## src/rtl/rgb_pwm_sequencer_pkg.sv

```systemverilog
// Shared types for the RGB PWM sequencer: channel modes, config record,
// breathe-ramp direction states.
package rgb_pwm_pkg;

  localparam int MODE_W = 2;
  // Widest duty the config record can carry; channels use the low PWM_W bits.
  localparam int DUTY_W = 16;

  typedef enum logic [MODE_W-1:0] {
    MODE_OFF     = 2'd0,
    MODE_STATIC  = 2'd1,
    MODE_BLINK   = 2'd2,
    MODE_BREATHE = 2'd3
  } mode_e;

  typedef struct packed {
    mode_e             mode;
    logic [DUTY_W-1:0] duty;
  } cfg_t;

  typedef enum logic [0:0] {
    RAMP_UP = 1'b0,
    RAMP_DN = 1'b1
  } ramp_dir_e;

endpackage

```

## src/rtl/rgb_pwm_sequencer_if.sv

```systemverilog
// Config write port of the RGB PWM sequencer: single-cycle strobe plus
// target channel, mode and duty.
interface rgb_pwm_sequencer_if #(
  parameter int NUM_CH = 3,
  parameter int PWM_W  = 8
);
  import rgb_pwm_pkg::*;

  localparam int CH_W = (NUM_CH > 1) ? $clog2(NUM_CH) : 1;

  logic              cfg_we;
  logic [CH_W-1:0]   cfg_ch;
  logic [MODE_W-1:0] cfg_mode;
  logic [PWM_W-1:0]  cfg_duty;

  modport master (output cfg_we, cfg_ch, cfg_mode, cfg_duty);
  modport slave  (input  cfg_we, cfg_ch, cfg_mode, cfg_duty);

endinterface

```

## src/rtl/rgb_pwm_channel.sv

```systemverilog
// One LED channel: pending/active config, effective-duty mux, PWM compare
// and registered output. Optional square-law stage under RGB_PWM_GAMMA_EN
// (adds one clk of led latency).
module rgb_pwm_channel
  import rgb_pwm_pkg::*;
#(
  parameter int PWM_W = 8
) (
  input  logic             clk,
  input  logic             rst_n,
  input  logic             en,
  input  logic             cfg_we,
  input  mode_e            cfg_mode,
  input  logic [PWM_W-1:0] cfg_duty,
  input  logic             period_end,
  input  logic [PWM_W-1:0] pwm_cnt,
  input  logic             blink_phase,
  input  logic [PWM_W-1:0] ramp,
  output logic             led
);

  localparam int DW2 = PWM_W + DUTY_W;

  cfg_t             pend, act;
  logic [PWM_W-1:0] eff;

  // pending takes host writes at any time; active only changes on a period
  // boundary so a period never mixes two duties (a write on the boundary
  // cycle lands in pending and waits for the next boundary)
  always_ff @(posedge clk or negedge rst_n) begin
    if (!rst_n) begin
      pend.mode <= MODE_OFF;
      pend.duty <= '0;
      act.mode  <= MODE_OFF;
      act.duty  <= '0;
    end else begin
      if (period_end) act <= pend;
      if (cfg_we) begin
        pend.mode <= cfg_mode;
        pend.duty <= DUTY_W'(cfg_duty);
      end
    end
  end

  // effective duty for the current period from mode and shared timebase
  always_comb begin
    eff = '0;
    case (act.mode)
      MODE_OFF:     eff = '0;
      MODE_STATIC:  eff = PWM_W'(act.duty);
      MODE_BLINK:   eff = blink_phase ? PWM_W'(act.duty) : '0;
      MODE_BREATHE: eff = PWM_W'((DW2'(ramp) * DW2'(act.duty)) >> PWM_W);
      default:      eff = '0;
    endcase
  end

`ifdef RGB_PWM_GAMMA_EN
  localparam int PW2 = 2 * PWM_W;

  logic [PWM_W-1:0] eff_g, cnt_d;

  // square-law brightness; the counter is delayed with it to stay aligned
  always_ff @(posedge clk or negedge rst_n) begin
    if (!rst_n) begin
      eff_g <= '0;
      cnt_d <= '0;
    end else begin
      eff_g <= PWM_W'((PW2'(eff) * PW2'(eff)) >> PWM_W);
      cnt_d <= pwm_cnt;
    end
  end

  // PWM compare, forced low while disabled
  always_ff @(posedge clk or negedge rst_n) begin
    if (!rst_n) led <= 1'b0;
    else        led <= en && (cnt_d < eff_g);
  end
`else
  // PWM compare, forced low while disabled
  always_ff @(posedge clk or negedge rst_n) begin
    if (!rst_n) led <= 1'b0;
    else        led <= en && (pwm_cnt < eff);
  end
`endif

endmodule

```

## src/rtl/rgb_pwm_sequencer.sv

```systemverilog
// Multi-channel LED PWM sequencer. Shared timebase (prescaler, PWM counter,
// blink phase, breathe ramp) feeding NUM_CH rgb_pwm_channel instances.
// Optional feature macro: RGB_PWM_GAMMA_EN (square-law duty, +1 clk latency).
module rgb_pwm_sequencer
  import rgb_pwm_pkg::*;
#(
  parameter int NUM_CH     = 3,
  parameter int PWM_W      = 8,
  parameter int PRESC_DIV  = 8,
  parameter int BLINK_PER  = 256,
  parameter int BREATH_PER = 2
) (
  input  logic                clk,
  input  logic                rst_n,
  input  logic                en,
  rgb_pwm_sequencer_if.slave  cfg,
  output logic [NUM_CH-1:0]   led,
  output logic                period_tick
);

  localparam int CH_W = (NUM_CH > 1)     ? $clog2(NUM_CH)     : 1;
  localparam int PS_W = (PRESC_DIV > 1)  ? $clog2(PRESC_DIV)  : 1;
  localparam int BL_W = (BLINK_PER > 1)  ? $clog2(BLINK_PER)  : 1;
  localparam int BR_W = (BREATH_PER > 1) ? $clog2(BREATH_PER) : 1;
  localparam logic [PWM_W-1:0] PWM_MAX = '1;

  logic [PS_W-1:0]  presc;
  logic [PWM_W-1:0] pwm_cnt;
  logic [BL_W-1:0]  blink_cnt;
  logic [BR_W-1:0]  breath_cnt;
  logic [PWM_W-1:0] ramp;
  logic             blink_phase;
  logic             tick, period_end, ramp_step, ramp_inc, ramp_dec;
  ramp_dir_e        dir_q, dir_d;

  // en gates tick, so everything downstream freezes with it
  assign tick       = en && (presc == PS_W'(PRESC_DIV - 1));
  assign period_end = tick && (pwm_cnt == PWM_MAX);
  assign ramp_step  = period_end && (breath_cnt == BR_W'(BREATH_PER - 1));

  // prescaler and PWM counter; pwm_cnt wraps naturally at 2**PWM_W
  always_ff @(posedge clk or negedge rst_n) begin
    if (!rst_n) begin
      presc       <= '0;
      pwm_cnt     <= '0;
      period_tick <= 1'b0;
    end else begin
      period_tick <= period_end;
      if (en)   presc   <= tick ? '0 : presc + PS_W'(1);
      if (tick) pwm_cnt <= pwm_cnt + PWM_W'(1);
    end
  end

  // blink phase toggles every BLINK_PER periods, breathe divider per period
  always_ff @(posedge clk or negedge rst_n) begin
    if (!rst_n) begin
      blink_cnt   <= '0;
      blink_phase <= 1'b0;
      breath_cnt  <= '0;
    end else if (period_end) begin
      if (blink_cnt == BL_W'(BLINK_PER - 1)) begin
        blink_cnt   <= '0;
        blink_phase <= ~blink_phase;
      end else begin
        blink_cnt <= blink_cnt + BL_W'(1);
      end
      breath_cnt <= ramp_step ? '0 : breath_cnt + BR_W'(1);
    end
  end

  // ramp direction state register
  always_ff @(posedge clk or negedge rst_n) begin
    if (!rst_n) dir_q <= RAMP_UP;
    else        dir_q <= dir_d;
  end

  // direction flips on reaching either end of the triangle
  always_comb begin
    dir_d = dir_q;
    if (ramp_step) begin
      case (dir_q)
        RAMP_UP: if (ramp == PWM_MAX) dir_d = RAMP_DN;
        RAMP_DN: if (ramp == '0)      dir_d = RAMP_UP;
        default: dir_d = RAMP_UP;
      endcase
    end
  end

  // step decode: the turning step already moves the other way (no hold)
  always_comb begin
    ramp_inc = 1'b0;
    ramp_dec = 1'b0;
    if (ramp_step) begin
      case (dir_q)
        RAMP_UP: if (ramp == PWM_MAX) ramp_dec = 1'b1; else ramp_inc = 1'b1;
        RAMP_DN: if (ramp == '0)      ramp_inc = 1'b1; else ramp_dec = 1'b1;
        default: ramp_inc = 1'b0;
      endcase
    end
  end

  // breathe ramp value
  always_ff @(posedge clk or negedge rst_n) begin
    if (!rst_n)        ramp <= '0;
    else if (ramp_inc) ramp <= ramp + PWM_W'(1);
    else if (ramp_dec) ramp <= ramp - PWM_W'(1);
  end

  for (genvar i = 0; i < NUM_CH; i++) begin : g_ch
    logic ch_we;
    // out-of-range cfg_ch matches no channel and is dropped
    assign ch_we = cfg.cfg_we && (cfg.cfg_ch == CH_W'(i));

    rgb_pwm_channel #(.PWM_W(PWM_W)) u_ch (
      .clk         (clk),
      .rst_n       (rst_n),
      .en          (en),
      .cfg_we      (ch_we),
      .cfg_mode    (mode_e'(cfg.cfg_mode)),
      .cfg_duty    (cfg.cfg_duty),
      .period_end  (period_end),
      .pwm_cnt     (pwm_cnt),
      .blink_phase (blink_phase),
      .ramp        (ramp),
      .led         (led[i])
    );
  end

endmodule

```

## src/flat_wrapper.sv

```systemverilog
// flat-port wrapper written by rule: the top's interface ports become plain ports
module rgb_pwm_sequencer_flat import rgb_pwm_pkg::*;
#(
  parameter int NUM_CH     = 3,
  parameter int PWM_W      = 8,
  parameter int PRESC_DIV  = 8,
  parameter int BLINK_PER  = 256,
  parameter int BREATH_PER = 2
)
  (clk, rst_n, en, led, period_tick, cfg_cfg_we, cfg_cfg_ch, cfg_cfg_mode, cfg_cfg_duty);
  rgb_pwm_sequencer_if #(.NUM_CH(NUM_CH), .PWM_W(PWM_W)) cfg_i ();
  input  logic clk;
  input  logic rst_n;
  input  logic en;
  output logic [NUM_CH-1:0] led;
  output logic period_tick;
  input wire logic [$bits(cfg_i.cfg_we)-1:0] cfg_cfg_we;
  input wire logic [$bits(cfg_i.cfg_ch)-1:0] cfg_cfg_ch;
  input wire logic [$bits(cfg_i.cfg_mode)-1:0] cfg_cfg_mode;
  input wire logic [$bits(cfg_i.cfg_duty)-1:0] cfg_cfg_duty;
  assign cfg_i.cfg_we = cfg_cfg_we;
  assign cfg_i.cfg_ch = cfg_cfg_ch;
  assign cfg_i.cfg_mode = cfg_cfg_mode;
  assign cfg_i.cfg_duty = cfg_cfg_duty;
  rgb_pwm_sequencer #(.NUM_CH(NUM_CH), .PWM_W(PWM_W), .PRESC_DIV(PRESC_DIV), .BLINK_PER(BLINK_PER), .BREATH_PER(BREATH_PER)) u_core (.clk(clk), .rst_n(rst_n), .en(en), .cfg(cfg_i), .led(led), .period_tick(period_tick));
endmodule
```

## config.mk

```make
export PLATFORM = sky130hd
export DESIGN_NAME = rgb_pwm_sequencer_flat
export DESIGN_NICKNAME = d
export VERILOG_FILES = /design/src/rtl/rgb_pwm_sequencer_pkg.sv /design/src/rtl/rgb_pwm_sequencer_if.sv /design/src/rtl/rgb_pwm_channel.sv /design/src/rtl/rgb_pwm_sequencer.sv /design/src/flat_wrapper.sv
export SDC_FILE = /design/constraint.sdc
export NUM_CORES = 1
export LEC_CHECK = 0
export ABC_AREA = 1
export CAP_MARGIN = 0
export CORE_ASPECT_RATIO = 1.75
export CORE_MARGIN = 5
export CORE_UTILIZATION = 40
export CTS_CLUSTER_SIZE = 24
export DETAILED_ROUTE_END_ITERATION = 12
export PLACE_DENSITY_LB_ADDON = 0.3
export RECOVER_POWER = 100
export SETUP_SLACK_MARGIN = 0.3
export SYNTH_ARGS = -nofsm -noshare
export SYNTH_HDL_FRONTEND = slang
export SYNTH_SLANG_ARGS = --single-unit
```

## constraint.sdc

```tcl
create_clock -name clk -period 7.32 [get_ports clk]
set_clock_uncertainty 0.1 [all_clocks]
set_input_delay 0.732 -clock clk [delete_from_list [all_inputs] [get_ports clk]]
set_output_delay 0.732 -clock clk [all_outputs]
set_load 0.01 [all_outputs]
```

# After elaboration in Yosys (flattened, before gate mapping)
# Index checks and enable logic that the tools add are counted.
[word_totals] input_bits=16 register_bits=94 out_inout_bits=4 wordCells=87
[op_classes] mux=19 magnitude_cmp=3 n_bitwise=2 eq_ne=15 n_mul=3 n_addsub=6 reduce_logical=16
[op_table] operator="$pmux W8 S4" count=3
[op_table] operator="$mul A8 B8 Y16" count=3
[op_table] operator="$mux W8" count=6
[op_table] operator="$add A8 B1 Y8 const B" count=3
[op_table] operator="$eq A8 B8 Y1 const B" count=3
[op_table] operator="$lt A8 B8 Y1" count=3
[op_table] operator="$eq A2 B2 Y1 const B" count=7
[op_table] operator="$logic_and A1 B1 Y1" count=9
[op_table] operator="$eq A2 B1 Y1 const B" count=4
[op_table] operator="$logic_not A2 Y1" count=4
[op_table] operator="$logic_not A8 Y1" count=1
[op_table] operator="$sub A8 B1 Y8 const B" count=1
[op_table] operator="$mux W1" count=7
[op_table] operator="$pmux W1 S2" count=2
[op_table] operator="$add A3 B1 Y3 const B" count=1
[op_table] operator="$eq A3 B3 Y1 const B" count=1
[op_table] operator="$mux W3" count=1
[op_table] operator="$not A1 Y1" count=2
[op_table] operator="$reduce_and A2 Y1" count=1
[op_table] operator="$reduce_bool A2 Y1" count=1
[op_table] operator="$add A1 B1 Y1 const B" count=1

# Depth between registers and ports, before layout
# Gate-level depths: netlist (run 1).
[depth] ltp_word=7 ltp_mapped=32

# Cells and area by module
# A second synthesis (run 1) with hierarchy kept.
[unflattened] cells_unflattened=1573 area_unflattened_um2=11702.5
[by_module_without_submodules] module="rgb_pwm_channel at u_core.g_ch[1].u_ch" seq_area_each_um2=525.5 area_each_um2=3313.2 cells_each=456 n_inst=1
[by_module_without_submodules] module="rgb_pwm_channel at u_core.g_ch[0].u_ch" seq_area_each_um2=525.5 area_each_um2=3308.2 cells_each=454 n_inst=1
[by_module_without_submodules] module="rgb_pwm_channel at u_core.g_ch[2].u_ch" seq_area_each_um2=525.5 area_each_um2=3279.4 cells_each=452 n_inst=1
[by_module_without_submodules] module="rgb_pwm_sequencer" seq_area_each_um2=775.7 area_each_um2=1801.7 cells_each=211 n_inst=1

# Least setup slack after synthesis (run 1)
# OpenSTA, ideal clock, no wires.
[synth_timing] path_kind="flip-flop to flip-flop" startpoint="reg u_core.ramp[0]" endpoint="reg u_core.g_ch[1].u_ch.led" path_stages_with_launch=30 arrival_time_ns=5.124 t_required_ns=7.143 synth_period_minus_slack_ns=5.301 slack_ns=2.019 setup_ns=0.077 path_cell_list="dfrtp_1 > buf_1 > buf_1 > nand2_1 > fa_1 > fa_1 > inv_1 > fa_1 > inv_1 > fa_1 > inv_1 > ha_1 > nand2_1 > inv_1 > a21oi_1 > nand2_1 > nand2_1 > nand2_1 > nand2_1 > nand2_1 > nand3_1 > a21oi_1 > nor2_1 > nor2_1 > ha_1 > nand2_1 > inv_1 > nand3_1 > nand3_1 > a21oi_1"
[synth_between] elab_chain_cells=4
[synth_lines] item="start, declared" line="rgb_pwm_sequencer.sv:31" rtl="logic [PWM_W-1:0] ramp;"
[synth_lines] item="start signal, assigned" line="rgb_pwm_sequencer.sv:105" rtl="else if (ramp_inc) ramp <= ramp + PWM_W'(1);"
[synth_lines] item="start signal, assigned" line="rgb_pwm_sequencer.sv:106" rtl="else if (ramp_dec) ramp <= ramp - PWM_W'(1);"
[synth_lines] item="$mul A8 B8 Y16" line="rgb_pwm_channel.sv:52" rtl="MODE_BREATHE: eff = PWM_W'((DW2'(ramp) * DW2'(act.duty)) >> PWM_W);"
[synth_lines] item="$pmux W8 S4" line="rgb_pwm_channel.sv:48" rtl="case (act.mode)"
[synth_lines] item="$lt A8 B8 Y1" line="rgb_pwm_channel.sv:82" rtl="else led <= en && (pwm_cnt < eff);"
[synth_lines] item="$logic_and A1 B1 Y1" line="rgb_pwm_channel.sv:82"
[synth_lines] item="end signal, assigned" line="rgb_pwm_channel.sv:82"
[synth_lines] item="end, declared" line="rgb_pwm_channel.sv:19" rtl="output logic led"
# No other way between the ends.
# A chain may end at the register's enable or synchronous reset.

# Worst setup path in the final report (run 1)
[layout_timing] startpoint="reg u_core.ramp[4]" endpoint="reg u_core.g_ch[0].u_ch.led"
[layout_between] elab_chain_cells=4
[layout_lines] item="$mul A8 B8 Y16" line="rgb_pwm_channel.sv:52"
[layout_lines] item="$pmux W8 S4" line="rgb_pwm_channel.sv:48"
[layout_lines] item="$lt A8 B8 Y1" line="rgb_pwm_channel.sv:82"
[layout_lines] item="$logic_and A1 B1 Y1" line="rgb_pwm_channel.sv:82"
[layout_lines] item="end signal, assigned" line="rgb_pwm_channel.sv:82"
[layout_lines] item="end, declared" line="rgb_pwm_channel.sv:19"
# No other way between the ends.

==> flow_summary.json, run 1 <==
{
  "status": "complete, but fails checks",
  "violations": "max-capacitance violations, max-slew violations",
  "numClockSinks": 94,
  "post-route-drc-count": 0,
  "fmax_mhz": 164.8,
  "fin_nets": 1774,
  "fin_area_sq_mm": 0.01195,
  "ios": 20,
  "period_needed_ps": 6067,
  "io_buffers": 19,
  "clock_path_buffers": 2,
  "grt-ovfl-total": 0,
  "internal_power_mw": 0.8809,
  "initial_utilization": 0.4048,
  "comb_power_share": 0.125,
  "cp_slowest_cell": "dfrtp_1",
  "grt_start_max_net_pins": 75,
  "core_sq_mm": 0.02787,
  "area_growth_pct": 5.866,
  "drv_cap": 2,
  "post-place-ws_ps": 1553,
  "cts_resized": 0,
  "gp_congestion": 0.8816,
  "first_pass_iters": 5,
  "cts_tree": "yes",
  "min_from": "u_core.g_ch[2].u_ch.pend[17]$_DFFE_PN0P_",
  "antenna_found_initial": 0,
  "fp-row-count": 81,
  "switching_share": 0.2724,
  "synth_area_sq_mm": 0.01128,
  "cts_max_level": 3,
  "n_fill_cell": 2861,
  "setup_viol": 0,
  "hold_end": "u_core.g_ch[2].u_ch.act[17]$_DFFE_PN0P_",
  "hold_depth": 2,
  "dp_hpwl_mm": 22.12,
  "vias": 9140,
  "yosys.area.top_type": "dfrtp_1",
  "grt_pass1_wl_mm": 46.41,
  "async_reset_ff_frac": 1.000,
  "fp.dieArea_sq_mm": 0.03180,
  "slew_headroom": -1.581,
  "tightest_slew_ps": 3872,
  "track_usage": 0.1842,
  "hold_viol_final": 0,
  "syn_inst": 1546,
  "criticalPathCategory": "reg -> reg",
  "synthTopCellsByArea": "dfrtp_1, fa_1, nand2_1",
  "yosysSeqAreaShare": 0.2085,
  "cp_max_fo": 15,
  "final_cell_mix": "nand2_1, inv_1, ha_1, fa_1, dfrtp_1",
  "grt_pass1_vias": 9684,
  "path_common_cell": "nand2_1",
  "drive_gt1_frac": 0.01965,
  "cp_slowest_stage_delay_ps": 740,
  "yosysWarningCount": 0,
  "diodes": 0,
  "rsz0062_at_grt": "false",
  "arrival_ps": 6230,
  "setup_slack_ps": 1253,
  "ir_worst_vdd_uv": 157.5,
  "rr_worst_depth": 27,
  "min_path_type": "reg -> reg",
  "critPathLaunchType": "flop",
  "seqPwrFrac": 0.507,
  "synth_fp_nets": 1798,
  "critPathRequiredTime_ps": 7490,
  "clock_latency_ps": 340,
  "wl_per_cell_microns": 14.39,
  "finalCritPeriodShare": 0.8288,
  "cts-root-buf": "clkbuf_16",
  "clkSlewWorstSetupHoldPaths_ps": 60,
  "routed_wl_mm": 27.34,
  "synth_top_area_frac": 0.2085,
  "maxSlewViolCount": 115,
  "cts_hold_buffers": 0,
  "total_power_mw": 1.211,
  "p_leak_nw": 7.709,
  "whs_ps": 366.6,
  "numCtsBuffers": 9,
  "r2r_slack_ps": 1250,
  "yosys_register_bits": 94,
  "die_h_microns": 232.2,
  "end_kind": "flop",
  "synth_cell_types": 45,
  "pwr-share-clk": 0.368,
  "final_common_cell": "nand2_1",
  "die_w_microns": 137.0,
  "setup_tns_ps": 0,
  "ys.flop_type": "dfrtp_1",
  "postSynthAreaPerCell_sq_um": 7.298,
  "ant_nets": 0,
  "initialDrtViolationCount": 319,
  "p_sw_mw": 0.3298,
  "r2r-start": "u_core.ramp[4]$_DFFE_PN0P_",
  "rr_endpoint": "u_core.g_ch[0].u_ch.led$_DFF_PN0_",
  "synth-edff-count": 0,
  "vias_per_cell": 4.811,
  "cts_setup_buffers": 0,
  "p_per_area_mw_per_mm2": 101.4,
  "postPlaceCellArea_sq_mm": 0.01175
}
-- cells by family (layout without fill, tap and decap cells) --
family | after synthesis | count (layout) | share of synthesized area
buffers and inverters | 450 | 431 | 0.1515
adder cells (fa/ha/maj) | 236 | 236 | 0.3322
XOR/XNOR | 22 | 22 | 0.01708
flip-flops | 94 | 94 | 0.2085
AND/OR/NAND/NOR | 586 | 586 | 0.2121
AO/OA/AOI/OAI | 158 | 158 | 0.07862
-- Yosys cell counts (2+ instances only) --
cell      instances
nand2_1         467
inv_1           385
ha_1            130
fa_1            106
dfrtp_1          94
o21ai_0          62
a21oi_1          58
nor2_1           49
clkbuf_1         46
nand3_1          39
xor2_1           13
buf_1             9
nor3_1            9
xnor2_1           9
a211oi_1          8
a21o_1            8
o21bai_1          6
buf_2             5
buf_4             3
nand2_2           3
nand4_1           3
o21a_1            3
or2_2             3
a221oi_1          2
a22o_1            2
a31oi_1           2
and3_1            2
nor3_2            2
o21ai_1           2
-- critical path, delay by kind of cell (launching register included) --
| kind | cells | cell delay, ps |
|---|---|---|
| simple gates | 11 | 1190 |
| fa+ha+maj | 6 | 2480 |
| flops | 1 | 740 |
| buf+inv | 5 | 780 |
| compound gates | 5 | 710 |
-- flip-flops by register name (all words and copies together), names as in the netlist --
signal / count
u_core.g_ch.u_ch.led: 3
u_core.dir_q: 1
u_core.g_ch.u_ch.act: 30
u_core.ramp: 8
u_core.g_ch.u_ch.pend: 30
u_core.pwm_cnt: 8
u_core.presc: 3
u_core.breath_cnt: 1
u_core.blink_phase: 1
u_core.blink_cnt: 8
u_core.period_tick: 1
-- metal layers --
layer / track usage / up-vias / wire length, microns
met2: 0.3481 / 166 / 14750
met4: 0.08801 / 0 / 1361
met1: 0.2001 / 4352 / 10410
li1: - / 4554 / -
met3: 0.01908 / 68 / 817
met5: 0 / - / 0
-- power groups by stage --
stage	combinational, mW	sequential [mW]	clock (mW)
after floorplan	0.108	0.601	0
after global placement	0.153	0.624	0
after detailed placement	0.159	0.625	0
after CTS	0.160	0.617	0.457
after global routing	0.179	0.620	0.478
final	0.151	0.613	0.446
-- area by class of cell --
type	instances	area, sq um	share of cell area
multi-input cells	1002	7143	0.5980
flip-flops and latches	94	2352	0.1969
inverters	387	1455	0.1218
well taps	373	466.7	0.03907
clock buffers	12	256.5	0.02147
repair buffers	28	240.2	0.02011
clock inverters	4	31.28	0.002619
-- stage by stage --
| step | instances | utilization |
|---|---|---|
| 6_report | 1900 | 0.4286 |
| 4_1_cts | 1900 | 0.4320 |
| 3_5_place_dp | 1884 | 0.4216 |
| 5_1_grt | 1900 | 0.4286 |
| 2_1_floorplan | 1546 | - |
| 3_3_place_gp | 1884 | 0.4216 |
-- worst max path at each step --
stage,start,end,depth (start not counted)
2_1_floorplan,u_core.ramp[0]$_DFFE_PN0P_,u_core.g_ch[1].u_ch.led$_DFF_PN0_,29
3_3_place_gp,u_core.ramp[4]$_DFFE_PN0P_,u_core.g_ch[0].u_ch.led$_DFF_PN0_,27
3_5_place_dp,u_core.ramp[4]$_DFFE_PN0P_,u_core.g_ch[0].u_ch.led$_DFF_PN0_,27
4_1_cts,u_core.ramp[4]$_DFFE_PN0P_,u_core.g_ch[0].u_ch.led$_DFF_PN0_,27
5_1_grt,u_core.ramp[4]$_DFFE_PN0P_,u_core.g_ch[0].u_ch.led$_DFF_PN0_,27
6_report,u_core.ramp[4]$_DFFE_PN0P_,u_core.g_ch[0].u_ch.led$_DFF_PN0_,27
Power figures use the tool's default switching activity.
==> run 2, diff against run 1 <==
clock period = 4.9 ns   (was 7.32 ns; I/O delays follow)
==> run 2 against run 1 <==
Net effect:
- the run ends with max-capacitance violations, max-slew violations, negative setup slack left
- final area rose by 14%
- maximum frequency is 21% higher
- register-to-register slack lost 1400 ps
- non-clock buffer count increased by 134
- die area did not move
- routed wire length is 8.2% higher
- sequential power is 49% higher
- first-iteration DRC count grew 7.8%
- setup slack worse by 1400 ps
- critical endpoint is now u_core.g_ch[1].u_ch.led$_DFF_PN0_
==> flow_summary.json, run 2 (synthesis results as in run 1) <==
{
  "finalCritPeriodShare": 1.022,
  "core_sq_mm": 0.02787,
  "drive_gt1_frac": 0.1645,
  "min_from": "u_core.g_ch[2].u_ch.pend[5]$_DFFE_PN0P_",
  "post-place-cells": 1980,
  "path_buf_inv": 7,
  "first_pass_iters": 5,
  "numCtsBuffers": 9,
  "ir_worst_vdd_uv": 276.4,
  "ant_nets": 0,
  "grt-ovfl-total": 0,
  "cts_hold_buffers": 0,
  "end_kind": "flop",
  "io_buffers": 19,
  "r2r-start": "u_core.ramp[2]$_DFFE_PN0P_",
  "initial_utilization": 0.4048,
  "cts-root-buf": "clkbuf_16",
  "arrival_ps": 5180,
  "cts_tree": "yes",
  "reg_top3": "u_core.g_ch.u_ch.act x30, u_core.g_ch.u_ch.pend x30",
  "antenna_found_initial": 0,
  "path_common_cell": "nand2_2",
  "p_per_area_mw_per_mm2": 132.5,
  "grt_pass1_wl_mm": 49.05,
  "cp_slowest_cell": "fa_1",
  "vias": 9757,
  "diodes": 0,
  "tightest_slew_ps": 3055,
  "post-place-ws_ps": -303.9,
  "setup_tns_ps": -203.2,
  "fin_nets": 1908,
  "wl_per_cell_microns": 14.55,
  "maxSlewViolCount": 90,
  "fin_cells": 2033,
  "gp_congestion": 0.8957,
  "period_needed_ps": 5008,
  "fp-row-count": 81,
  "ios": 20,
  "drv_cap": 2,
  "n_fill_cell": 2729,
  "critPathRequiredTime_ps": 5070,
  "p_leak_nw": 8.434,
  "final_cell_mix": "nand2_1, inv_1, buf_4, ha_1, fa_1",
  "multi_input_area_sq_mm": 0.007639,
  "grt_pass1_vias": 10290,
  "setup_viol": 2,
  "min_path_type": "reg -> reg",
  "hold_viol_final": 0,
  "cp_slowest_stage_delay_ps": 530,
  "cts_max_level": 3,
  "startpoint": "u_core.ramp[2]$_DFFE_PN0P_",
  "clkSlewWorstSetupHoldPaths_ps": 60,
  "routed_wl_mm": 29.58,
  "track_usage": 0.1951,
  "area_growth_pct": 20.43,
  "die_w_microns": 137.0,
  "status": "complete, but fails checks",
  "dp_hpwl_mm": 24.05,
  "post-route-drc-count": 0,
  "critPathLaunchType": "flop",
  "ff_latch_area_sq_mm": 0.002359,
  "die_h_microns": 232.2,
  "clock_path_buffers": 2,
  "violations": "max-capacitance violations, max-slew violations, negative setup slack",
  "rsz0062_at_grt": "true",
  "final_common_cell": "nand2_1",
  "setup_slack_ps": -107.7,
  "fmax_mhz": 199.7,
  "vias_per_cell": 4.799,
  "fp.dieArea_sq_mm": 0.03180,
  "grt_start_max_net_pins": 58,
  "criticalPathCategory": "reg -> reg",
  "crit_family": "adder cells",
  "cp_max_fo": 10,
  "clock_latency_ps": 350,
  "slew_headroom": -1.037,
  "initialDrtViolationCount": 344,
  "numClockSinks": 94
}
run 2: layout make-up:
cell class	count	area share
timing repair buffer	162	0.1035
clock inverter	5	0.002578
sequential	94	0.1736
clock buffer	10	0.01685
multi-input combinational	1002	0.5622
tap	373	0.03435
inverter	387	0.1070
run 2: layer usage:
layer	track usage	up-vias	wire (microns)
met1	0.2036	4677	10780
li1	-	4818	-
met3	0.01756	79	753
met2	0.3808	183	16570
met4	0.09145	0	1481
met5	0	-	0
run 2: path summary, 6_finish.rpt:
kind                                                          end  slack [ps]  cells past startpoint
hold reg to reg            u_core.g_ch[2].u_ch.act[5]$_DFFE_PN0P_         370                      2
setup reg to reg                u_core.g_ch[1].u_ch.led$_DFF_PN0_        -110                     30
max in group asynchronous              u_core.ramp[1]$_DFFE_PN0P_        1330                      2
min in group asynchronous         u_core.blink_cnt[1]$_DFFE_PN0P_        1030                      1
setup / recovery                u_core.g_ch[1].u_ch.led$_DFF_PN0_        -110                     30
hold / removal             u_core.g_ch[2].u_ch.act[5]$_DFFE_PN0P_         370                      2
run 2: repair_timing:
action | 4_1_cts | 5_1_grt
setup buffers | 26 | 11
pin swaps | 43 | 47
endpoints found under the hold margin | 0 | 0
resized for setup | 49 | 50
setup endpoints to repair | 3 | 3
gates cloned | 0 | 1
run 2: where the power goes:
group	switching, mW	internal [mW]
Sequential	0.0709	0.845
Clock	0.304	0.342
Combinational	0.134	0.103
Total	0.510	1.29
run 2: per-stage QoR:
| step | total power, mW | utilization | cell area, sq um | hold slack, ps |
|---|---|---|---|---|
| 2_1_floorplan | 1.060 | - | 11680 | 94.41 |
| 3_3_place_gp | 1.157 | 0.4567 | 12730 | 350.5 |
| 3_5_place_dp | 1.172 | 0.4567 | 12730 | 353.9 |
| 4_1_cts | 1.820 | 0.4802 | 13380 | 113.8 |
| 5_1_grt | 1.891 | 0.4875 | 13590 | 400.7 |
| 6_report | 1.801 | 0.4875 | 13590 | 368.3 |
run 2: worst reg2reg max path: cells and delay by family (launching register included):
kind / cells / cell delay (ps)
AOI/OAI and AO/OA: 1 / 110
adders and majority gates: 6 / 2550
buffers and inverters: 7 / 530
DFF: 1 / 400
and+or+nand+nor: 16 / 1230
==> run 3, diff against run 2 <==
CORE_MARGIN = 2   (was 5)
==> run 3 against run 2 <==
Net effect:
- the flow still finishes with violations (max-capacitance violations, max-slew violations, negative setup slack)
- count of clock-buffer cells in the layout shrank 1
- core utilization grew 0.10 points
- highest routed layer unchanged
- largest power group unchanged
- flip-flop and latch count is the same
- critical endpoint unchanged
- via count shrank 0.17%
- first-iteration DRC count grew 6.4%
- combinational power shrank 4%
- clock power grew 7.6%
- non-clock buffer count grew 8
==> flow_summary.json, run 3 (synthesis results as in run 1) <==
{
  "fin_nets": 1916,
  "routed_wl_mm": 29.24,
  "status": "complete, but fails checks",
  "initial_utilization": 0.4048,
  "cts_hold_buffers": 0,
  "die_h_microns": 226.2,
  "final_cell_mix": "nand2_1, inv_1, buf_4, ha_1, fa_1",
  "internal_power_mw": 1.302,
  "switching_share": 0.2917,
  "gp_congestion": 0.9099,
  "arrival_ps": 5140,
  "rr_endpoint": "u_core.g_ch[1].u_ch.led$_DFF_PN0_",
  "period_needed_ps": 4961,
  "min_from": "u_core.g_ch[0].u_ch.pend[3]$_DFFE_PN0P_",
  "grt_pass1_wl_mm": 49.45,
  "diodes": 0,
  "track_usage": 0.2149,
  "final_common_cell": "nand2_1",
  "cts-root-buf": "clkbuf_16",
  "pwr-share-clk": 0.379,
  "ir_worst_vdd_uv": 274.3,
  "dp_hpwl_mm": 23.88,
  "n_fill_cell": 2741,
  "finalCritPeriodShare": 1.012,
  "seqPwrFrac": 0.496,
  "comb_power_share": 0.125,
  "hold_viol_final": 0,
  "criticalPathCategory": "reg -> reg",
  "fp-row-count": 81,
  "p_sw_mw": 0.5360,
  "ant_nets": 0,
  "reg_top3": "u_core.g_ch.u_ch.act x30, u_core.g_ch.u_ch.pend x30",
  "tightest_slew_ps": 3671,
  "cp_slowest_cell": "fa_1",
  "area_growth_pct": 20.68,
  "die_w_microns": 131.0,
  "drv_cap": 2,
  "cp_slowest_stage_delay_ps": 530,
  "setup_slack_ps": -61.01,
  "grt_start_max_net_pins": 68,
  "clock_latency_ps": 350,
  "grt_pass1_vias": 10330,
  "numClockSinks": 94,
  "antenna_found_initial": 0,
  "r2r_slack_ps": -60,
  "r2r-start": "u_core.ramp[3]$_DFFE_PN0P_",
  "post-place-ws_ps": -230.5,
  "hold_end": "u_core.g_ch[0].u_ch.act[3]$_DFFE_PN0P_",
  "rr_worst_depth": 29,
  "fmax_mhz": 201.6,
  "ios": 20,
  "vias": 9740,
  "numCtsBuffers": 9,
  "core_sq_mm": 0.02787,
  "setup_viol": 1,
  "path_common_cell": "nand2_2",
  "drive_gt1_frac": 0.1708,
  "total_power_mw": 1.838,
  "p_per_area_mw_per_mm2": 135.0,
  "hold_depth": 2,
  "cp_max_fo": 4,
  "violations": "max-capacitance violations, max-slew violations, negative setup slack",
  "post-place-cells": 1978,
  "critPathLaunchType": "flop",
  "clkSlewWorstSetupHoldPaths_ps": 70,
  "end_kind": "flop",
  "min_path_type": "reg -> reg",
  "vias_per_cell": 4.770,
  "grt-ovfl-total": 0,
  "wl_per_cell_microns": 14.32,
  "maxSlewViolCount": 100,
  "slew_headroom": -1.448,
  "clock_path_buffers": 2,
  "post-route-drc-count": 0,
  "p_leak_nw": 8.438,
  "cts_max_level": 3,
  "cts_tree": "yes",
  "fin_cells": 2042,
  "first_pass_iters": 8,
  "critPathRequiredTime_ps": 5080,
  "initialDrtViolationCount": 366,
  "io_buffers": 19,
  "fp.dieArea_sq_mm": 0.02962,
  "rsz0062_at_grt": "true"
}
[run 3: cell count changes in the layout (fill, tap and decap cells not counted), sizes merged]
| cell | before | now |
|---|---|---|
| buf | 139 | 149 |
| clkbuf | 15 | 12 |
| inv | 387 | 389 |
| clkdlybuf4s50 | 13 | 12 |
| clkinv | 3 | 2 |
| clkinvlp | 2 | 3 |
| dlygate4sd3 | 5 | 6 |
[run 3: how the worst max path moves through the flow]
stage / cells after the start / endpoint / from
5_1_grt: 30 / u_core.g_ch[1].u_ch.led$_DFF_PN0_ / u_core.ramp[2]$_DFFE_PN0P_
6_report: 29 / u_core.g_ch[1].u_ch.led$_DFF_PN0_ / u_core.ramp[3]$_DFFE_PN0P_
4_1_cts: 30 / u_core.g_ch[1].u_ch.led$_DFF_PN0_ / u_core.ramp[4]$_DFFE_PN0P_
2_1_floorplan: 30 / u_core.g_ch[1].u_ch.led$_DFF_PN0_ / u_core.ramp[0]$_DFFE_PN0P_
3_3_place_gp: 20 / u_core.g_ch[1].u_ch.led$_DFF_PN0_ / u_core.ramp[6]$_DFFE_PN0P_
3_5_place_dp: 20 / u_core.g_ch[1].u_ch.led$_DFF_PN0_ / u_core.ramp[6]$_DFFE_PN0P_
[run 3: power groups by stage]
stage | Sequential (mW) | Combinational (mW) | Clock (mW)
2_1_floorplan | 0.898 | 0.162 | 0
3_3_place_gp | 0.929 | 0.226 | 0
3_5_place_dp | 0.930 | 0.235 | 0
4_1_cts | 0.916 | 0.239 | 0.714
5_1_grt | 0.922 | 0.276 | 0.733
6_report | 0.912 | 0.229 | 0.696
[run 3: area by class of cell]
| cell class | count | area, sq um | area share |
|---|---|---|---|
| inverters | 387 | 1454 | 0.1068 |
| well taps | 373 | 466.7 | 0.03427 |
| clock inverters | 7 | 67.56 | 0.004962 |
| flip-flops and latches | 94 | 2366 | 0.1738 |
| multi-input cells | 1002 | 7622 | 0.5598 |
| repair buffers | 170 | 1415 | 0.1039 |
| clock buffers | 9 | 225.2 | 0.01654 |
[run 3: layer usage]
layer / share of wire / GRT usage
met5: 0 / 0
met4: 0.061 / 0.1259
met3: 0.021 / 0.01895
met2: 0.54 / 0.4055
met1: 0.37 / 0.2251
[run 3: critical path: cells and delay by family, from the launching register on]
kind	cells	cell delay [ps]
AO/OA/AOI/OAI	1	120
flip-flops	1	430
buffers and inverters	6	360
adder cells (fa/ha/maj)	6	2610
AND/OR/NAND/NOR	16	1290
[run 3: stage by stage]
step           cell area, sq um  utilization  hold WS, ps  TNS (ps)
6_report                  13620       0.4886        369.7    -61.01
3_3_place_gp              12700       0.4557        351.2    -363.0
2_1_floorplan             11680            -        94.41         0
3_5_place_dp              12700       0.4557        352.8    -447.0
4_1_cts                   13570       0.4870        175.8         0
5_1_grt                   13620       0.4886        401.5     -1219
[run 3: timing repair]
item / CTS / global route
endpoints found under the setup margin: 3 / 3
pin swaps: 65 / 26
resized for setup: 71 / 30
gates cloned: 1 / 0
buffers inserted: 43 / 4
